## src/rtl/mult4_pkg.sv

```systemverilog
// mult4_pkg: shared widths, types and status bit positions for the 4x4 multiplier tile
package mult4_pkg;
    localparam int OPW = 4;
    localparam int PW  = 8;
    typedef logic [OPW-1:0] operand_t;
    typedef logic [PW-1:0]  product_t;
    localparam int ST_VALID  = 0;
    localparam int ST_ZERO   = 1;
    localparam int ST_BIG    = 2;
    localparam int ST_SQ     = 3;
    localparam int ST_PARITY = 4;
    localparam logic [7:0] STATUS_OE = 8'h1F;
endpackage

```

## src/rtl/mul4x4_array.sv

```systemverilog
// mul4x4_array: combinational unsigned 4x4 array multiplier built from AND partial products and ripple adders
module mul4x4_array
    import mult4_pkg::*;
(
    input  logic [OPW-1:0] a,
    input  logic [OPW-1:0] b,
    output product_t       p
);
    logic [OPW-1:0] pp [OPW];
    for (genvar i = 0; i < OPW; i++) begin : g_pp
        assign pp[i] = a & {OPW{b[i]}};
    end
    // shift-and-add: each row ripples into the running upper sum and retires one product bit
    always_comb begin
        logic [OPW-1:0] r;
        logic [OPW-1:0] t;
        logic c;
        p = '0;
        t = '0;
        c = 1'b0;
        p[0] = pp[0][0];
        r = {1'b0, pp[0][OPW-1:1]};
        for (int i = 1; i < OPW; i++) begin
            c = 1'b0;
            for (int j = 0; j < OPW; j++) begin
                t[j] = r[j] ^ pp[i][j] ^ c;
                c = (r[j] & pp[i][j]) | (r[j] & c) | (pp[i][j] & c);
            end
            p[i] = t[0];
            r = {c, t[OPW-1:1]};
        end
        p[PW-1:OPW] = r;
    end
endmodule

```

## src/rtl/multiplicador_4x4.sv

```systemverilog
// multiplicador_4x4: registered 4x4 unsigned multiplier tile; define MULT_STATUS_EN to drive status flags on uio
module multiplicador_4x4
    import mult4_pkg::*;
#(
    parameter int OUT_REG = 1
) (
    input  logic       clk,
    input  logic       rst,
    input  logic       ena,
    input  logic [7:0] ui_in,
    output logic [7:0] uo_out,
    input  logic [7:0] uio_in,
    output logic [7:0] uio_out,
    output logic [7:0] uio_oe
);
    logic [7:0] op_q;
    logic [7:0] src;
    product_t   prod;
    product_t   res;

    mul4x4_array u_arr (
        .a(op_q[7:4]),
        .b(op_q[3:0]),
        .p(prod)
    );

    // operand capture stage
    always_ff @(posedge clk or posedge rst) begin
        if (rst) op_q <= '0;
        else if (ena) op_q <= ui_in;
    end

    if (OUT_REG != 0) begin : g_oreg
        product_t   prod_q;
        logic [7:0] src_q;
        // product stage, with the operands that produced it kept alongside
        always_ff @(posedge clk or posedge rst) begin
            if (rst) begin
                prod_q <= '0;
                src_q  <= '0;
            end else if (ena) begin
                prod_q <= prod;
                src_q  <= op_q;
            end
        end
        assign res = prod_q;
        assign src = src_q;
    end else begin : g_comb
        assign res = prod;
        assign src = op_q;
    end

    assign uo_out = res;

`ifdef MULT_STATUS_EN
    logic valid;
    logic unused;
    assign valid  = (ui_in == op_q) && (op_q == src);
    assign unused = ^uio_in;
    assign uio_oe = STATUS_OE;
    // status flags taken from the same stage as uo_out
    always_comb begin
        uio_out            = '0;
        uio_out[ST_VALID]  = valid;
        uio_out[ST_ZERO]   = res == '0;
        uio_out[ST_BIG]    = res > product_t'(127);
        uio_out[ST_SQ]     = src[7:4] == src[3:0];
        uio_out[ST_PARITY] = ^res;
    end
`else
    logic unused;
    assign unused  = ^{uio_in, src};
    assign uio_out = '0;
    assign uio_oe  = '0;
`endif
endmodule

```

## config.mk

```make
export PLATFORM = sky130hd
export DESIGN_NAME = multiplicador_4x4
export DESIGN_NICKNAME = d
export VERILOG_FILES = /design/src/rtl/mult4_pkg.sv /design/src/rtl/mul4x4_array.sv /design/src/rtl/multiplicador_4x4.sv
export SDC_FILE = /design/constraint.sdc
export NUM_CORES = 1
export LEC_CHECK = 0
export ABC_AREA = 0
export CAP_MARGIN = 20
export CORE_AREA = 2 2 49 63
export DETAILED_ROUTE_END_ITERATION = 12
export DIE_AREA = 0 0 51 65
export GPL_ROUTABILITY_DRIVEN = 0
export PLACE_DENSITY = 0.76
export SLEW_MARGIN = 30
export SYNTH_ARGS = -nofsm -noshare
export SYNTH_HDL_FRONTEND = slang
export SYNTH_HIERARCHICAL = 1
export SYNTH_SLANG_ARGS = --single-unit
```

## constraint.sdc

```tcl
create_clock -name clk -period 4.5 [get_ports clk]
set_clock_uncertainty 0.15 [all_clocks]
set_input_delay 0.9 -clock clk [delete_from_list [all_inputs] [get_ports clk]]
set_output_delay 0.9 -clock clk [all_outputs]
set_load 0.05 [all_outputs]
```

==> summary.md, run 1 <==
| Metric | Value |
|---|---|
| Status | finished clean |
| Clock period minus final worst setup slack | around 4.3 ns |
| TritonCTS clock tree | done |
| Largest net degree at the start of global routing | 17 |
| First-pass GRT wire length | approximately 2700 um |
| Filler cells | 274 |
| Die width | 51 um |
| Post-route ant nets | 0 |
| Cell Area, Synth | around 1100 um^2 |
| Max-cap viol count | 0 |
| Drt pass-1 iters | 2 |
| Multi-input logic area | about 570 um^2 |
| # H-tree levels | 1 |
| Reg2reg path depth | 14 |
| Effective utilization at floorplan | 40.3% |
| Via/cell ratio | 4.20 |
| Post-CTS Resized | 0 |
| Post-Syn Instances | 93 |
| Dpl hpwl | 1300 um |
| Clock power share | between 10% and 20% |
| Hold Crit Depth | 1 |
| Min-delay worst type | flip-flop to flip-flop |
| Distinct cells, synth | 12 |
| Switching fraction of total power | between 40% and 50% |
| Crit-path cells | and2_1 -> ha_1 -> fa_1 -> inv_1 -> fa_1 -> inv_1 -> fa_1 -> inv_1 -> fa_1 -> fa_1 -> fa_1 -> fa_1 -> inv_1 -> mux2_4 |
| Vias in the first global route | 622 |
| DRC | 0 |
| # nets final | between 100 and 150 |
| LEAKAGE | ~0.64 nW |
| Setup crit end kind | flip-flop |
| Clk_lat worst skew | a little under 0.3 ns |
| Most Frequent Cell on Critical Path | fa_1 |
| Diode count | 0 |
| Aggregate negative setup slack | 0 ns |
| Slew Limit Fails | 0 |
| Routed vias | 622 |
| Placed Area | between 1000 and 1500 um^2 |
| Final WL | roughly 1700 um |
| Total gr overflow | 0 |
| Worst path max stage delay | 0.49 ns |
| Worst-case clock buffer depth | 2 |
| Combinational Power Share | between 50% and 60% |
| Crit Reg-Reg Endpoint | uo_out[6] |
| Slew headroom | ~40% |
| Root Driver | clkbuf_4 |
| GRT Overall Usage | a little under an eighth |
| Die height | around 65 um |
| Critical Path Source Type | flip-flop |
| Core area | ~2800 um^2 |
| TritonCTS sink count | 16 |
| Switching Power | about 0.00025 W |
| Full die area | between 3000 and 4000 um^2 |
| Iteration-0 DRC Markers | 3 |
| Reg clk slew, reported paths | ~0.10 ns |
| Post-CTS Setup Bufs | 0 |
| Worst EP arrival | between 4 and 5 ns |
| Antenna violations before repair | 0 |
| Hold Path Origin | uo_out[7] |
| Mean Syn Cell Area | 12.1 um^2 |
| Crit Path Class | flip-flop to flip-flop |
| Worst path slowest cell | fa_1 |
| Internal | between 0.0003 and 0.0004 W |
| Synth Register Bits | 16 |
| TritonCTS Buffers | 3 |
| Area Overhead vs Synth | 14.8% |
| Max FO, Critical Path | 5 |
| WL/cell | roughly 11 um |
| # hold bufs at CTS | 0 |
| Worst reg2reg startpoint | op_q[0] |
| Port Buf Inserts | 18 |
| I/O pin cnt | 43 |
| Setup-failing EPs final | 0 |
| Final hold vios | 0 |
| Final period util | between 90% and 100% |
| R2R Setup Slk | around 0.21 ns |
| Max VDD drop | around 0.00027 V |
| Critical path required time | 4.54 ns |
| Max frequency | ~0.23 GHz |
| Share of power burned in registers | 33.5% |
| Synth warn | 6 |
| Pwr dens | approximately 460 nW/um^2 |
| Hold Path Sink | uo_out[7] |
| RSZ-0062 raised after global routing | false |
| Transition time of the tightest slew-check pin | 0.890 ns |
| Rows | 22 |
| Register area | roughly 400 um^2 |
| Layout cells sized above 1 | approximately 18% |
| Share of the yosys chip area belonging to registers | between 30% and 40% |
| Fin area | roughly 1300 um^2 |
==> flip-flops by register name, summed over array words and instances (netlist names) <==
register / flops
op_q: 8
uo_out: 8
==> power by group through the flow <==
stage          combinational (W)  clock (W)  sequential (W)
2_1_floorplan           0.000143          0        0.000287
3_3_place_gp            0.000293          0        0.000201
3_5_place_dp            0.000298          0        0.000202
4_1_cts                 0.000299   0.000101        0.000200
5_1_grt                 0.000318   0.000106        0.000204
6_report                0.000296  0.0000980        0.000199
==> stage by stage <==
| step | util [%] | hold slack (ns) | setup WS (ns) | power [W] | std cells |
|---|---|---|---|---|---|
| final | 46.3 | 0.370 | 0.214 | 0.000593 | 148 |
| after global routing | 46.3 | 0.385 | 0.0301 | 0.000627 | 148 |
| after CTS | 46.3 | 0.373 | 0.204 | 0.000599 | 148 |
| after detailed placement | 45.0 | 0.349 | 0.203 | 0.000501 | 144 |
| after global placement | 45.0 | 0.342 | 0.273 | 0.000493 | 144 |
| after floorplan | - | 0.368 | 0.375 | 0.000431 | 108 |
==> Yosys cell counts <==
cell type	instances	area share [%]
conb_1	1	0.33
dfrtp_1	16	36
mux2_4	10	13
mux2_2	6	6.0
buf_6	1	1.0
fa_1	8	14
ha_1	4	4.5
buf_12	1	1.8
and2_1	10	5.6
nand2_1	6	2.0
inv_1	14	4.7
buf_4	16	11
==> worst max-delay path by stage <==
stage | end | depth (start not counted) | slack [ns] | startpoint
2_1_floorplan | uo_out[6] | 14 | 0.38 | op_q[0]
3_3_place_gp | uo_out[6] | 14 | 0.27 | op_q[5]
3_5_place_dp | uo_out[6] | 14 | 0.20 | op_q[0]
4_1_cts | uo_out[6] | 14 | 0.20 | op_q[0]
5_1_grt | uo_out[6] | 14 | 0.03 | op_q[0]
6_report | uo_out[6] | 14 | 0.21 | op_q[0]
==> cells by family after synthesis <==
| kind of cell | share of synthesized area, % |
|---|---|
| adders and majority gates | 18.7 |
| buffers and inverters | 18.2 |
| DFF | 35.7 |
| muxes | 19.4 |
| other | 0.335 |
| and+or+nand+nor | 7.59 |
==> metal layers <==
metal	share of wire [%]	GRT usage [%]	wire, um	vias up
met4	3.6	9.12	60	0
li1	-	-	-	287
met3	4.3	0.922	72	5
met5	0	0	0	-
met2	50	18.5	841	25
met1	42	13.8	694	305
==> worst max-delay path, delay by kind of cell (launching register included) <==
family,cells,cell delay [ns]
and+or+nand+nor,1,0.18
buffers and inverters,4,0.25
muxes,1,0.24
adders and majority gates,8,2.93
DFF,1,0.43
==> layout by cell type, fill, tap and decap left out <==
cell type	n
inv_1	14
dfrtp_1	16
nand2_1	6
ha_1	4
and2_1	10
conb_1	16
mux2_4	10
mux2_2	6
fa_1	8
clkbuf_4	3
clkbuf_8	1
clkdlybuf4s50_1	18
==> final cells by class <==
| type | instances | share of cell area (%) |
|---|---|---|
| Inverter | 14 | 4.08 |
| Tap cell | 36 | 3.50 |
| Timing Repair Buffer | 18 | 14.0 |
| Multi-Input combinational cell | 60 | 44.5 |
| Clock buffer | 4 | 2.82 |
| Sequential cell | 16 | 31.1 |
Power figures use the tool's default switching activity.
==> run 2: changes to the inputs <==
--- a/config.mk
+++ b/config.mk
@@ -6,7 +6,6 @@
 export NUM_CORES = 1
 export LEC_CHECK = 0
 export ABC_AREA = 0
-export CAP_MARGIN = 20
 export CORE_AREA = 2 2 49 63
 export DETAILED_ROUTE_END_ITERATION = 12
 export DIE_AREA = 0 0 51 65
==> results of run 2 <==
The final DEF is identical to that of run 1; final timing and power are the same.
